<file path="src/rtl/dma_cmd_arbiter_pkg.sv">
// Shared types for the two-requester DMA command arbiter: command and FSM
// state encodings plus the per-requester command record.
package dma_arb_pkg;

  localparam int NUM_REQ = 2;

  typedef enum logic [1:0] {
    CMD_READ   = 2'b00,
    CMD_WRITE  = 2'b01,
    CMD_SWITCH = 2'b10,
    CMD_RSVD   = 2'b11
  } cmd_e;

  typedef enum logic [2:0] {
    ST_IDLE      = 3'd0,
    ST_LAUNCH    = 3'd1,
    ST_WAIT_BUSY = 3'd2,
    ST_WAIT_IDLE = 3'd3,
    ST_DONE      = 3'd4
  } arb_state_e;

  typedef struct packed {
    logic [1:0]  cmd;
    logic [31:0] address;
    logic [7:0]  burst_size;
    logic [7:0]  block_size;
    logic [3:0]  byte_enable;
  } dma_req_t;

endpackage

</file>
<file path="src/rtl/dma_cmd_arbiter_if.sv">
// Requester and DMA-engine signals of the command arbiter. The slave modport
// is the arbiter's view; master is the view of whatever drives it.
interface dma_cmd_arbiter_if;
  logic        req0_valid, req1_valid;
  logic [1:0]  req0_cmd, req1_cmd;
  logic [31:0] req0_address, req1_address;
  logic [7:0]  req0_burst_size, req1_burst_size;
  logic [7:0]  req0_block_size, req1_block_size;
  logic [3:0]  req0_byte_enable, req1_byte_enable;
  logic        req0_accept, req1_accept;
  logic        req0_done, req1_done;
  logic        req0_error, req1_error;
  logic [31:0] DMA_address;
  logic [7:0]  DMA_burst_size_OUT, DMA_block_size_OUT;
  logic [3:0]  DMA_byte_enable;
  logic        DMA_launch_read, DMA_launch_write, DMA_launch_simple_switch;
  logic        DMA_busy;
  logic [2:0]  arb_state;
  logic        last_grant;

  modport slave (
    input  req0_valid, req0_cmd, req0_address, req0_burst_size, req0_block_size, req0_byte_enable,
    input  req1_valid, req1_cmd, req1_address, req1_burst_size, req1_block_size, req1_byte_enable,
    input  DMA_busy,
    output req0_accept, req0_done, req0_error, req1_accept, req1_done, req1_error,
    output DMA_address, DMA_burst_size_OUT, DMA_block_size_OUT, DMA_byte_enable,
    output DMA_launch_read, DMA_launch_write, DMA_launch_simple_switch,
    output arb_state, last_grant
  );

  modport master (
    output req0_valid, req0_cmd, req0_address, req0_burst_size, req0_block_size, req0_byte_enable,
    output req1_valid, req1_cmd, req1_address, req1_burst_size, req1_block_size, req1_byte_enable,
    output DMA_busy,
    input  req0_accept, req0_done, req0_error, req1_accept, req1_done, req1_error,
    input  DMA_address, DMA_burst_size_OUT, DMA_block_size_OUT, DMA_byte_enable,
    input  DMA_launch_read, DMA_launch_write, DMA_launch_simple_switch,
    input  arb_state, last_grant
  );
endinterface

</file>
<file path="src/rtl/dma_cmd_arbiter_rr.sv">
// Two-way round-robin grant: on contention the requester that did not win
// last time goes first; a lone requester always wins.
module rr_arbiter2 (
  input  logic [1:0] valid,
  input  logic       last_grant,
  output logic       grant_vld,
  output logic       grant_idx
);
  assign grant_vld = |valid;
  assign grant_idx = (&valid) ? ~last_grant : valid[1];
endmodule

</file>
<file path="src/rtl/dma_cmd_arbiter.sv">
// Arbitrates two DMA command requesters onto one engine and tracks each
// command through launch, busy and completion. All outputs are registered.
module dma_cmd_arbiter
  import dma_arb_pkg::*;
#(
  parameter int BUSY_TIMEOUT = 16
) (
  input logic              system_clk,
  input logic              system_rstn,
  dma_cmd_arbiter_if.slave bus
);
  localparam int CNT_W = $clog2(BUSY_TIMEOUT + 1);

  arb_state_e             state;
  logic [CNT_W-1:0]       cnt, cnt_inc;
  logic [NUM_REQ-1:0]     valid, accept, done, error;
  dma_req_t [NUM_REQ-1:0] req;
  dma_req_t               sel;
  logic [1:0]             cur_cmd;
  logic                   grant_vld, grant_idx, last_grant;
  logic                   launch_rd, launch_wr, launch_sw;

  assign valid  = {bus.req1_valid, bus.req0_valid};
  assign req[0] = '{bus.req0_cmd, bus.req0_address, bus.req0_burst_size,
                    bus.req0_block_size, bus.req0_byte_enable};
  assign req[1] = '{bus.req1_cmd, bus.req1_address, bus.req1_burst_size,
                    bus.req1_block_size, bus.req1_byte_enable};
  assign sel    = req[grant_idx];

  // Saturating increment; the counter parks at BUSY_TIMEOUT instead of wrapping.
  assign cnt_inc = (cnt == CNT_W'(BUSY_TIMEOUT)) ? cnt : cnt + CNT_W'(1);

  rr_arbiter2 u_rr (
    .valid     (valid),
    .last_grant(last_grant),
    .grant_vld (grant_vld),
    .grant_idx (grant_idx)
  );

  // Accept and launch are set on the capture edge so both pulse during LAUNCH;
  // done/error are set on the edge into DONE so they pulse during DONE.
  always_ff @(posedge system_clk) begin
    if (!system_rstn) begin
      state                  <= ST_IDLE;
      cnt                    <= '0;
      accept                 <= '0;
      done                   <= '0;
      error                  <= '0;
      launch_rd              <= 1'b0;
      launch_wr              <= 1'b0;
      launch_sw              <= 1'b0;
      cur_cmd                <= CMD_READ;
      last_grant             <= 1'b1;
      bus.DMA_address        <= '0;
      bus.DMA_burst_size_OUT <= '0;
      bus.DMA_block_size_OUT <= '0;
      bus.DMA_byte_enable    <= '0;
    end else begin
      accept    <= '0;
      done      <= '0;
      error     <= '0;
      launch_rd <= 1'b0;
      launch_wr <= 1'b0;
      launch_sw <= 1'b0;
      case (state)
        ST_IDLE: if (grant_vld) begin
          accept[grant_idx]      <= 1'b1;
          last_grant             <= grant_idx;
          cur_cmd                <= sel.cmd;
          bus.DMA_address        <= sel.address;
          bus.DMA_burst_size_OUT <= sel.burst_size;
          bus.DMA_block_size_OUT <= sel.block_size;
          bus.DMA_byte_enable    <= sel.byte_enable;
          launch_rd              <= (sel.cmd == CMD_READ);
          launch_wr              <= (sel.cmd == CMD_WRITE);
          launch_sw              <= (sel.cmd == CMD_SWITCH);
          state                  <= ST_LAUNCH;
        end
        ST_LAUNCH: begin
          cnt <= '0;
          if (cur_cmd == CMD_RSVD) begin
            done[last_grant]  <= 1'b1;
            error[last_grant] <= 1'b1;
            state             <= ST_DONE;
          end else begin
            state <= ST_WAIT_BUSY;
          end
        end
        ST_WAIT_BUSY: begin
          if (bus.DMA_busy) begin
            state <= ST_WAIT_IDLE;
          end else begin
            cnt <= cnt_inc;
            if (cnt_inc == CNT_W'(BUSY_TIMEOUT)) begin
              done[last_grant]  <= 1'b1;
              error[last_grant] <= 1'b1;
              state             <= ST_DONE;
            end
          end
        end
        ST_WAIT_IDLE: if (!bus.DMA_busy) begin
          done[last_grant] <= 1'b1;
          state            <= ST_DONE;
        end
        default: state <= ST_IDLE;
      endcase
    end
  end

  assign bus.req0_accept              = accept[0];
  assign bus.req1_accept              = accept[1];
  assign bus.req0_done                = done[0];
  assign bus.req1_done                = done[1];
  assign bus.req0_error               = error[0];
  assign bus.req1_error               = error[1];
  assign bus.DMA_launch_read          = launch_rd;
  assign bus.DMA_launch_write         = launch_wr;
  assign bus.DMA_launch_simple_switch = launch_sw;
  assign bus.arb_state                = state;
  assign bus.last_grant               = last_grant;

endmodule

</file>
<file path="src/flat_wrapper.sv">
// flat-port wrapper written by rule: the top's interface ports become plain ports
module dma_cmd_arbiter_flat import dma_arb_pkg::*;
#(
  parameter int BUSY_TIMEOUT = 16
)
  (system_clk, system_rstn, bus_req0_valid, bus_req0_cmd, bus_req0_address, bus_req0_burst_size, bus_req0_block_size, bus_req0_byte_enable, bus_req1_valid, bus_req1_cmd, bus_req1_address, bus_req1_burst_size, bus_req1_block_size, bus_req1_byte_enable, bus_DMA_busy, bus_req0_accept, bus_req0_done, bus_req0_error, bus_req1_accept, bus_req1_done, bus_req1_error, bus_DMA_address, bus_DMA_burst_size_OUT, bus_DMA_block_size_OUT, bus_DMA_byte_enable, bus_DMA_launch_read, bus_DMA_launch_write, bus_DMA_launch_simple_switch, bus_arb_state, bus_last_grant);
  dma_cmd_arbiter_if bus_i ();
  input logic system_clk;
  input logic system_rstn;
  input wire logic [$bits(bus_i.req0_valid)-1:0] bus_req0_valid;
  input wire logic [$bits(bus_i.req0_cmd)-1:0] bus_req0_cmd;
  input wire logic [$bits(bus_i.req0_address)-1:0] bus_req0_address;
  input wire logic [$bits(bus_i.req0_burst_size)-1:0] bus_req0_burst_size;
  input wire logic [$bits(bus_i.req0_block_size)-1:0] bus_req0_block_size;
  input wire logic [$bits(bus_i.req0_byte_enable)-1:0] bus_req0_byte_enable;
  input wire logic [$bits(bus_i.req1_valid)-1:0] bus_req1_valid;
  input wire logic [$bits(bus_i.req1_cmd)-1:0] bus_req1_cmd;
  input wire logic [$bits(bus_i.req1_address)-1:0] bus_req1_address;
  input wire logic [$bits(bus_i.req1_burst_size)-1:0] bus_req1_burst_size;
  input wire logic [$bits(bus_i.req1_block_size)-1:0] bus_req1_block_size;
  input wire logic [$bits(bus_i.req1_byte_enable)-1:0] bus_req1_byte_enable;
  input wire logic [$bits(bus_i.DMA_busy)-1:0] bus_DMA_busy;
  output wire logic [$bits(bus_i.req0_accept)-1:0] bus_req0_accept;
  output wire logic [$bits(bus_i.req0_done)-1:0] bus_req0_done;
  output wire logic [$bits(bus_i.req0_error)-1:0] bus_req0_error;
  output wire logic [$bits(bus_i.req1_accept)-1:0] bus_req1_accept;
  output wire logic [$bits(bus_i.req1_done)-1:0] bus_req1_done;
  output wire logic [$bits(bus_i.req1_error)-1:0] bus_req1_error;
  output wire logic [$bits(bus_i.DMA_address)-1:0] bus_DMA_address;
  output wire logic [$bits(bus_i.DMA_burst_size_OUT)-1:0] bus_DMA_burst_size_OUT;
  output wire logic [$bits(bus_i.DMA_block_size_OUT)-1:0] bus_DMA_block_size_OUT;
  output wire logic [$bits(bus_i.DMA_byte_enable)-1:0] bus_DMA_byte_enable;
  output wire logic [$bits(bus_i.DMA_launch_read)-1:0] bus_DMA_launch_read;
  output wire logic [$bits(bus_i.DMA_launch_write)-1:0] bus_DMA_launch_write;
  output wire logic [$bits(bus_i.DMA_launch_simple_switch)-1:0] bus_DMA_launch_simple_switch;
  output wire logic [$bits(bus_i.arb_state)-1:0] bus_arb_state;
  output wire logic [$bits(bus_i.last_grant)-1:0] bus_last_grant;
  assign bus_i.req0_valid = bus_req0_valid;
  assign bus_i.req0_cmd = bus_req0_cmd;
  assign bus_i.req0_address = bus_req0_address;
  assign bus_i.req0_burst_size = bus_req0_burst_size;
  assign bus_i.req0_block_size = bus_req0_block_size;
  assign bus_i.req0_byte_enable = bus_req0_byte_enable;
  assign bus_i.req1_valid = bus_req1_valid;
  assign bus_i.req1_cmd = bus_req1_cmd;
  assign bus_i.req1_address = bus_req1_address;
  assign bus_i.req1_burst_size = bus_req1_burst_size;
  assign bus_i.req1_block_size = bus_req1_block_size;
  assign bus_i.req1_byte_enable = bus_req1_byte_enable;
  assign bus_i.DMA_busy = bus_DMA_busy;
  assign bus_req0_accept = bus_i.req0_accept;
  assign bus_req0_done = bus_i.req0_done;
  assign bus_req0_error = bus_i.req0_error;
  assign bus_req1_accept = bus_i.req1_accept;
  assign bus_req1_done = bus_i.req1_done;
  assign bus_req1_error = bus_i.req1_error;
  assign bus_DMA_address = bus_i.DMA_address;
  assign bus_DMA_burst_size_OUT = bus_i.DMA_burst_size_OUT;
  assign bus_DMA_block_size_OUT = bus_i.DMA_block_size_OUT;
  assign bus_DMA_byte_enable = bus_i.DMA_byte_enable;
  assign bus_DMA_launch_read = bus_i.DMA_launch_read;
  assign bus_DMA_launch_write = bus_i.DMA_launch_write;
  assign bus_DMA_launch_simple_switch = bus_i.DMA_launch_simple_switch;
  assign bus_arb_state = bus_i.arb_state;
  assign bus_last_grant = bus_i.last_grant;
  dma_cmd_arbiter #(.BUSY_TIMEOUT(BUSY_TIMEOUT)) u_core (.system_clk(system_clk), .system_rstn(system_rstn), .bus(bus_i));
endmodule
</file>
<file path="config.mk">
export PLATFORM = sky130hd
export DESIGN_NAME = dma_cmd_arbiter_flat
export DESIGN_NICKNAME = d
export VERILOG_FILES = /design/src/rtl/dma_cmd_arbiter_pkg.sv /design/src/rtl/dma_cmd_arbiter_if.sv /design/src/rtl/dma_cmd_arbiter_rr.sv /design/src/rtl/dma_cmd_arbiter.sv /design/src/flat_wrapper.sv
export SDC_FILE = /design/constraint.sdc
export NUM_CORES = 1
export LEC_CHECK = 0
export BUFFER_PORTS_ARGS = -buffer_cell sky130_fd_sc_hd__buf_2
export CAP_MARGIN = 20
export CORE_UTILIZATION = 30
export CTS_BUF_LIST = sky130_fd_sc_hd__clkbuf_4
export DETAILED_ROUTE_END_ITERATION = 10
export PLACE_DENSITY = 0.56
export SYNTH_ARGS = -nofsm -noshare
export SYNTH_HDL_FRONTEND = slang
export SYNTH_SLANG_ARGS = --single-unit
</file>
<file path="constraint.sdc">
create_clock -name system_clk -period 2.2 [get_ports system_clk]
set_clock_uncertainty 0.15 [all_clocks]
set_input_delay 0.44 -clock system_clk [delete_from_list [all_inputs] [get_ports system_clk]]
set_output_delay 0.44 -clock system_clk [all_outputs]
set_load 0.1 [all_outputs]
</file>
==> results_dict.tcl, run 1 <==
set metrics [dict create \
    p_seq_frac 0.380 \
    grt_pass1_vias 2837 \
    grt_max_degree 56 \
    utilization 0.4144 \
    wl_per_cell_um 13.53 \
    synthArstFlopShare 0 \
    start_kind "register" \
    drc_errors 0 \
    nFillCells 1063 \
    synth_most_common_cell "dfxtp_1" \
    drive_above_1_share 0.4485 \
    drtIter0Drc 66 \
    synth_area_leaders "dfxtp_1 44%, mux2i_1 17%, o2bb2ai_1 15%, buf_6 4.9%, a21oi_1 1.7%" \
    endpoint_kind "output port" \
    intPower_mw 2.155 \
    path_max_fanout 11 \
    criticalPathCategory "reg2out" \
    clockBufferDepth 2 \
    synth_edf_count 0 \
    yosysSeqAreaShare 0.4446 \
    htree_levels 3 \
    antenna_found_initial 1 \
    synthToLayoutAreaGrowth_pct 33.15 \
    post_cts_buffers 0 \
    worst_slew_pin_slew_ns 0.5043 \
    synth.largest_area_cell "dfxtp_1" \
    setup_tns_ns 0 \
    hpwl_um 5983 \
    timing.fmax_ghz 0.4875 \
    crit_chain "buf_2" \
    netlist.area_leader.share 0.4446 \
    port_buffers 177 \
    syn_nets 409 \
    fin_nets 577 \
    cts.clk_slew.worst_paths_ns 0.12 \
    synthCells 294 \
    max_stage_delay_ns 0.56 \
    power.share.clock 0.200 \
    period_minus_slack_ns 2.051 \
    cellLeakagePower_nw 1.972 \
    cts-buffers-inserted 9 \
    hold_path.class "in2reg" \
    rsz0062_at_grt "no" \
    switching_power_mw 1.892 \
    route.final.wire_length_um 8158 \
    cts_root_buf "clkbuf_4" \
    synthTopCellsByCount "72 x dfxtp_1, 55 x mux2i_1, 54 x o2bb2ai_1" \
    initial_utilization 0.3112 \
    ir_worst_vdd_mv 0.4480 \
    ys.flop_type "dfxtp_1" \
    ys_warn_count 0 \
    sw_frac_of_total 0.4675 \
    die_y_um 106.0 \
    slowest_stage "dfxtp_1" \
    met1_usage 0.1730 \
    slew_headroom 0.6661 \
    via_count 2873 \
    outcome "finished clean" \
    finalSetupViolCount 0 \
    pwr-share-comb 0.421 \
    regArea_um2 1443 \
    arrival_ns 1.46 \
    cts.sinks 72 \
    critPathRequiredTime_ns 1.61 \
    cts_tree "yes" \
    p_per_area_nw_per_um2 937.6 \
    maxCapViolCount 0 \
    globalplace.congestion 0.7862 \
    grt_overflow_total 0 \
    synth.distinct_cells 42 \
    fp.dieW_um 106.0 \
    grt.met2_usage 0.2535 \
    clk_latency_ns 0.41 \
    hold_viol 0 \
    grt_pass1_wl_um 13100 \
    post-route-period-util 0.9324 \
    grt.met3_usage 0.03556 \
    multi_input_area_um2 1565 \
    ys_seq_elements 72 \
    grt-busiest-layer "met2" \
    syn-cell-area_um2 3242 \
    syn_avg_cell_area_um2 11.03 \
    track_usage 0.1473 \
    drtAntennaViolNets 0 \
    final_max_slew_viol_count 0 \
    core_um2 10420 \
    hold_buffers 0 \
    dieArea_um2 11230 \
    path_buf_inv 1 \
    pin_count 178 \
    rows 37 \
    vias_per_cell 4.765 \
    cpLargestDelayFamily "flip-flops" \
    firstDrtPassIters 4 \
    cts_resized 0 \
]
[cell usage in the layout, fill, tap and decap left out, types with 2 or more instances in the layout]
cell,Yosys,final
buf_2,8,177
dfxtp_1,72,71
mux2i_1,55,55
o2bb2ai_1,54,54
a21oi_1,11,11
nor2_1,9,9
clkbuf_4,0,9
inv_1,7,7
nand2_1,6,6
nor3_1,5,5
a31oi_1,4,4
nand3_1,4,4
o21ai_0,4,4
buf_12,0,4
nor2b_1,3,3
nand2b_1,3,3
nor3b_1,3,3
clkinvlp_4,0,3
nand4_1,2,2
a22o_1,2,2
a21boi_0,3,2
ha_1,2,2
buf_4,2,2
[area by class of cell]
cell class	count	area share
antenna	1	0.0005797
clock buffer	9	0.01565
clock inverter	6	0.01420
inverter	7	0.006087
multi-input combinational	189	0.3626
sequential	72	0.3342
tap	136	0.03942
timing repair buffer	183	0.2272
[cells by family (layout without fill, tap and decap cells)]
logic type | Yosys count | after routing | share of synthesized area
AND/OR/NAND/NOR | 43 | 43 | 0.08027
buffers and inverters | 33 | 205 | 0.07642
multiplexers | 55 | 55 | 0.1698
adder cells (fa/ha/maj) | 2 | 2 | 0.007718
AO/OA/AOI/OAI | 88 | 88 | 0.2184
XOR/XNOR | 1 | 1 | 0.002702
flip-flops | 72 | 72 | 0.4446
other | 0 | 1 | 0
[power groups by stage]
stage,Combinational [mW],Sequential (mW),Clock (mW)
after floorplan,0.425,2.56,0
after global placement,1.71,1.57,0
after detailed placement,1.72,1.56,0
after CTS,1.72,1.54,0.848
after global routing,1.78,1.56,0.888
final,1.70,1.54,0.808
[path summary, 6_finish.rpt]
path                                           startpoint                                to  slack, ns  cells after the start
worst max-delay path              u_core.bus.arb_state[2]                  bus_arb_state[2]       0.15                      1
worst min-delay path               bus_req0_burst_size[3]  u_core.bus.DMA_burst_size_OUT[3]       0.13                      3
worst max register to register              u_core.cnt[0]                    u_core.done[0]       0.23                      6
worst min register to register  u_core.bus.DMA_address[5]         u_core.bus.DMA_address[5]       0.32                      1
[stage by stage]
step,power (mW),hold WS [ns],area [um^2],cells,setup slack [ns]
2_1_floorplan,2.981,0.3034,3243,294,0.08061
3_3_place_gp,3.273,0.2894,4185,587,0.3818
3_5_place_dp,3.280,0.2910,4185,587,0.2840
4_1_cts,4.103,0.1102,4314,602,0.1367
5_1_grt,4.224,0.1292,4317,603,0.08480
6_report,4.047,0.1329,4317,603,0.1486
[per-layer routing]
| layer | share of wire | routed length, um |
|---|---|---|
| met5 | 0 | 0 |
| met4 | 0.019 | 158 |
| met3 | 0.059 | 480 |
| met2 | 0.48 | 3955 |
| met1 | 0.44 | 3563 |
[flip-flops by register name, indices dropped and copies added (netlist names)]
| signal | cells |
|---|---|
| u_core.bus.DMA_launch_read | 1 |
| u_core.bus.DMA_burst_size_OUT | 8 |
| u_core.bus.arb_state | 3 |
| u_core.accept | 2 |
| u_core.bus.DMA_address | 32 |
| u_core.bus.DMA_launch_simple_switch | 1 |
| u_core.done | 2 |
| u_core.cnt | 5 |
| u_core.bus.DMA_launch_write | 1 |
| u_core.bus.last_grant | 1 |
| u_core.error | 2 |
| u_core.bus.DMA_byte_enable | 4 |
| u_core.bus.DMA_block_size_OUT | 8 |
| u_core.cur_cmd | 2 |
No activity file was read; power rests on OpenSTA's default activity.
==> run 2: changes to the inputs <==
PLACE_DENSITY = unset   (was 0.56)
PLACE_DENSITY_LB_ADDON = 0.05   (was unset)
==> results_dict.tcl, run 2 (synthesis results as in run 1) <==
set metrics [dict create \
    pin_count 178 \
    cts.clk_slew.worst_paths_ns 0.15 \
    rows 37 \
    drc_errors 0 \
    clockBufferDepth 2 \
    intPower_mw 2.074 \
    timing.fmax_ghz 0.4770 \
    largestRegisters "u_core.bus.DMA_address x32, u_core.bus.DMA_block_size_OUT x8, u_core.bus.DMA_burst_size_OUT x8" \
    route.final.wire_length_um 8366 \
    path_max_fanout 11 \
    path_buf_inv 1 \
    port_buffers 177 \
    dieArea_um2 11230 \
    antenna_found_initial 0 \
    period_minus_slack_ns 2.097 \
    fp.dieW_um 106.0 \
    slew_headroom 0.6662 \
    hold_buffers 0 \
    hold_viol 0 \
    rsz0062_at_grt "no" \
    place_inst 590 \
    p_per_area_nw_per_um2 935.3 \
    criticalPathCategory "reg2out" \
    arrival_ns 1.51 \
    ir_worst_vdd_mv 0.3480 \
    cts-buffers-inserted 9 \
    setup_tns_ns 0 \
    via_count 2832 \
    drive_above_1_share 0.4553 \
    maxCapViolCount 0 \
    cts_resized 0 \
    cellLeakagePower_nw 1.985 \
    cts_root_buf "clkbuf_4" \
    worst_slew_pin_slew_ns 0.5042 \
    fin_nets 580 \
    final_cell_mix "177 x buf_2, 71 x dfxtp_1, 55 x mux2i_1" \
    htree_levels 3 \
    post-route-period-util 0.9530 \
    grt_overflow_total 0 \
    max_stage_delay_ns 0.57 \
    synthToLayoutAreaGrowth_pct 33.38 \
    cts_tree "yes" \
    diodes 0 \
    switching_power_mw 1.971 \
    cts.sinks 72 \
    cpLargestDelayFamily "flip-flops" \
    sw_frac_of_total 0.4873 \
    slowest_stage "dfxtp_1" \
    core_um2 10420 \
    final_max_slew_viol_count 0 \
    track_usage 0.1495 \
    critPathRequiredTime_ns 1.61 \
    wl_per_cell_um 13.81 \
    grt_pass1_wl_um 13140 \
    grt_max_degree 26 \
    outcome "finished clean" \
    clk_latency_ns 0.42 \
    globalplace.congestion 0.7472 \
    drtIter0Drc 80 \
    pwr-share-comb 0.421 \
    crit_chain "buf_2" \
    drtAntennaViolNets 0 \
    stdcell_count 606 \
    p_seq_frac 0.381 \
    hold_path.class "in2reg" \
    vias_per_cell 4.673 \
    mostFrequentLayoutCell "buf_2" \
    hpwl_um 6243 \
    grt_pass1_vias 2707 \
    post_cts_buffers 0 \
    power.share.clock 0.198 \
    largest_reg_flops 32 \
    die_y_um 106.0 \
    endpoint_kind "output port" \
    finalSetupViolCount 0 \
    initial_utilization 0.3112 \
    top_register "u_core.bus.DMA_address" \
    start_kind "register" \
    firstDrtPassIters 4 \
]
==> run 2: cell count changes in the layout (fill, tap and decap cells not counted) <==
cell	previous run	this run
buf_4	2	6
inv_6	0	3
buf_12	4	3
bufinv_16	1	0
clkinv_1	1	0
clkinv_2	1	0
clkinv_4	0	1
clkinvlp_4	3	2
diode_2	1	0
inv_8	0	1
==> run 2: final timing paths <==
path | endpoint | depth (start not counted) | start | slack (ns)
hold reg to reg | u_core.bus.DMA_address[20] | 1 | u_core.bus.DMA_address[20] | 0.32
setup / recovery | bus_arb_state[2] | 1 | u_core.bus.arb_state[2] | 0.10
setup reg to reg | u_core.error[1] | 6 | u_core.cnt[0] | 0.25
hold / removal | u_core.bus.DMA_address[19] | 3 | bus_req1_address[19] | 0.11
==> run 2: power groups by stage <==
stage / combinational (mW) / clock, mW / sequential (mW)
6_report: 1.70 / 0.801 / 1.54
5_1_grt: 1.78 / 0.890 / 1.56
4_1_cts: 1.72 / 0.835 / 1.54
3_5_place_dp: 1.72 / 0 / 1.57
3_3_place_gp: 1.71 / 0 / 1.57
2_1_floorplan: 0.425 / 0 / 2.56
==> run 2: final cells by class <==
cell class	instances	area, um^2
fill	1047	6092
sequential	72	1443
multi-input combinational	189	1565
clock inverter	7	61.31
clock buffer	9	67.56
tap	136	170.2
timing repair buffer	186	991.0
inverter	7	26.28
==> run 2: stage by stage <==
stage	worst slack, ns	utilization	instance area [um^2]	hold slack [ns]	power [mW]
2_1_floorplan	0.08061	-	3243	0.3034	2.981
3_5_place_dp	0.1955	0.4028	4195	0.2909	3.285
6_report	0.1034	0.4151	4324	0.1146	4.045
4_1_cts	0.09504	0.4151	4324	0.08454	4.095
3_3_place_gp	0.2336	0.4028	4195	0.2912	3.281
5_1_grt	0.03499	0.4151	4324	0.08806	4.229
==> run 2: per-layer routing <==
| layer | track usage | up-vias | share of wire |
|---|---|---|---|
| met5 | 0 | - | 0 |
| met1 | 0.1865 | 1266 | 0.47 |
| met4 | 0.06250 | 0 | 0.015 |
| li1 | - | 1445 | - |
| met3 | 0.04047 | 10 | 0.069 |
| met2 | 0.2428 | 111 | 0.45 |
==> run 3: changes to the inputs <==
ABC_AREA = 1   (was unset)
==> results_dict.tcl, run 3 <==
set metrics [dict create \
    core_um2 9910 \
    hold_buffers 0 \
    ys_warn_count 0 \
    cts-buffers-inserted 9 \
    slew_headroom 0.6661 \
    synth_area_leaders "dfxtp_1 46%, nand2_1 23%, nand3_1 6.9%, nand3_2 6.4%, buf_6 4.0%" \
    utilization 0.4343 \
    hold_viol 0 \
    rows 36 \
    fp.dieW_um 103.7 \
    synthCells 415 \
    die_y_um 103.7 \
    r2r-start "u_core.bus.arb_state[0]" \
    drive_above_1_share 0.3750 \
    whs_path_depth 3 \
    antenna_found_initial 0 \
    cts_resized 0 \
    maxCapViolCount 0 \
    synth_simple_gate_area_frac 0.4160 \
    initial_utilization 0.3133 \
    port_buffers 177 \
    drtAntennaViolNets 0 \
    route.final.wire_length_um 8699 \
    synth_mux_area_frac 0 \
    synthTopCellsByCount "192 x nand2_1, 72 x dfxtp_1, 43 x nand3_1" \
    final_max_slew_viol_count 0 \
    htree_levels 3 \
    ff2ff_path_depth 7 \
    yosysSeqAreaShare 0.4643 \
    path_max_fanout 21 \
    final_cell_mix "192 x nand2_1, 177 x buf_2, 71 x dfxtp_1" \
    cts_tree "yes" \
    synthArstFlopShare 0 \
    endpoint_kind "register" \
    outcome "finished clean" \
    mostFrequentLayoutCell "nand2_1" \
    setup_tns_ns 0 \
    hpwl_um 6583 \
    min_from "bus_req1_address[15]" \
    synth_edf_count 0 \
    drtIter0Drc 132 \
    wl_per_cell_um 11.87 \
    synth.largest_area_cell "dfxtp_1" \
    clockBufferDepth 2 \
    syn-cell-area_um2 3104 \
    synthAdderAreaFrac 0.008061 \
    pin_count 178 \
    ys.flop_type "dfxtp_1" \
    syn_nets 530 \
    track_usage 0.1684 \
    synthToLayoutAreaGrowth_pct 38.65 \
    synth-xor-area-share 0.002821 \
    cts.clk_slew.worst_paths_ns 0.12 \
    cts_root_buf "clkbuf_4" \
    arrival_ns 2.23 \
    netlist.area_leader.share 0.4643 \
    drc_errors 0 \
    post-route-period-util 0.9188 \
    grt_overflow_total 0 \
    start_kind "register" \
    synth_compound_area_frac 0.03386 \
    firstDrtPassIters 4 \
    clk_latency_ns 0.41 \
    hold_path_end "u_core.bus.DMA_address[15]" \
    ir_worst_vdd_mv 0.7578 \
    regToRegEndpoint "u_core.bus.DMA_burst_size_OUT[5]" \
    p_per_area_nw_per_um2 1596 \
    crit_chain "nor3_2 > o21ai_1 > or2_1 > nor2_8 > buf_12 > nand2_1 > nand3_1" \
    post_cts_buffers 0 \
    grt_pass1_vias 3027 \
    synth_top_family_by_area "simple AND/OR/NAND/NOR gates" \
    period_minus_slack_ns 2.021 \
    reg2reg_setup_slack_ns 0.18 \
    hold_path.class "in2reg" \
    synth_most_common_cell "nand2_1" \
    timing.fmax_ghz 0.4947 \
    worst_slew_pin_slew_ns 0.5043 \
    largest_reg_flops 32 \
    diodes 0 \
    criticalPathCategory "reg2reg" \
    rsz0062_at_grt "no" \
    critPathRequiredTime_ns 2.41 \
    grt_pass1_wl_um 14330 \
    vias_per_cell 4.363 \
    dieArea_um2 10760 \
    syn_avg_cell_area_um2 7.480 \
    fin_nets 710 \
    synth.distinct_cells 24 \
    largestRegisters "u_core.bus.DMA_address x32, u_core.bus.DMA_block_size_OUT x8, u_core.bus.DMA_burst_size_OUT x8" \
    via_count 3198 \
    finalSetupViolCount 0 \
    cts.sinks 72 \
    globalplace.congestion 0.8601 \
    top_register "u_core.bus.DMA_address" \
    grt_max_degree 38 \
    max_stage_delay_ns 0.40 \
    cellLeakagePower_nw 2.376 \
    ys_seq_elements 72 \
    slowest_stage "or2_1" \
]
[run 3: cell types whose count changed after synthesis, moves of 4 or more]
cell | before | now
a31oi_1 | 4 | 0
buf_2 | 8 | 0
clkbuf_1 | 1 | 5
inv_1 | 7 | 22
mux2i_1 | 55 | 0
nand2_1 | 6 | 192
nand3_1 | 4 | 43
nand3_2 | 0 | 20
o21ai_0 | 4 | 8
o2bb2ai_1 | 54 | 0
[run 3: worst max path at each step]
stage / from / endpoint
final: u_core.bus.arb_state[0] / u_core.bus.DMA_burst_size_OUT[5]
after global routing: u_core.bus.arb_state[0] / u_core.bus.DMA_byte_enable[2]
after CTS: u_core.bus.arb_state[0] / u_core.bus.DMA_address[20]
after detailed placement: u_core.bus.arb_state[0] / u_core.bus.DMA_burst_size_OUT[5]
after global placement: u_core.bus.arb_state[0] / u_core.bus.DMA_address[30]
after floorplan: u_core.bus.arb_state[0] / u_core.bus.DMA_address[24]
[run 3: worst max-delay path, delay by kind of cell, from the launching register on]
family | cells | cell delay, ns
simple gates | 5 | 1.10
flops | 1 | 0.39
compound gates | 1 | 0.11
buf+inv | 1 | 0.20
[run 3: layer usage]
| layer | wire length (um) | vias up | global-route usage |
|---|---|---|---|
| met1 | 3581 | 1395 | 0.1913 |
| met3 | 731 | 15 | 0.05223 |
| li1 | - | 1679 | - |
| met2 | 4189 | 109 | 0.2843 |
| met5 | 0 | - | 0 |
| met4 | 197 | 0 | 0.08571 |
[run 3: stage by stage]
| stage | total power, mW | hold slack [ns] | setup slack, ns | instances | instance area, um^2 |
|---|---|---|---|---|---|
| after global placement | 5.987 | 0.2981 | 0.2371 | 717 | 4150 |
| after detailed placement | 5.997 | 0.2997 | 0.1944 | 717 | 4150 |
| after CTS | 6.955 | 0.02386 | 0.1552 | 733 | 4304 |
| after floorplan | 5.275 | 0.2781 | 0.05585 | 415 | 3105 |
| final | 6.869 | 0.06241 | 0.1787 | 733 | 4304 |
| after global routing | 7.238 | 0.03223 | 0.0007125 | 733 | 4304 |
[run 3: power breakdown]
part / switching [mW] / total [mW] / internal, mW
Sequential: 0.224 / 1.91 / 1.68
Clock: 0.453 / 0.930 / 0.477
Combinational: 3.31 / 4.03 / 0.720
Total: 3.99 / 6.87 / 2.88
[run 3: cell type report]
type                            instances  area [um^2]
Clock inverter                          5        71.32
Inverter                               24        90.09
Timing Repair Buffer                  185         1021
Multi-Input combinational cell        303         1430
Clock buffer                           11        82.58
Fill cell                            1067         5605
Sequential cell                        72         1443
Tap cell                              133        166.4
[run 3: cells by family (layout without fill, tap and decap cells)]
logic type	after synthesis	count (layout)
flip-flops	72	72
adder cells (fa/ha/maj)	2	2
AO/OA/AOI/OAI	20	20
AND/OR/NAND/NOR	280	280
XOR/XNOR	1	1
buffers and inverters	40	225
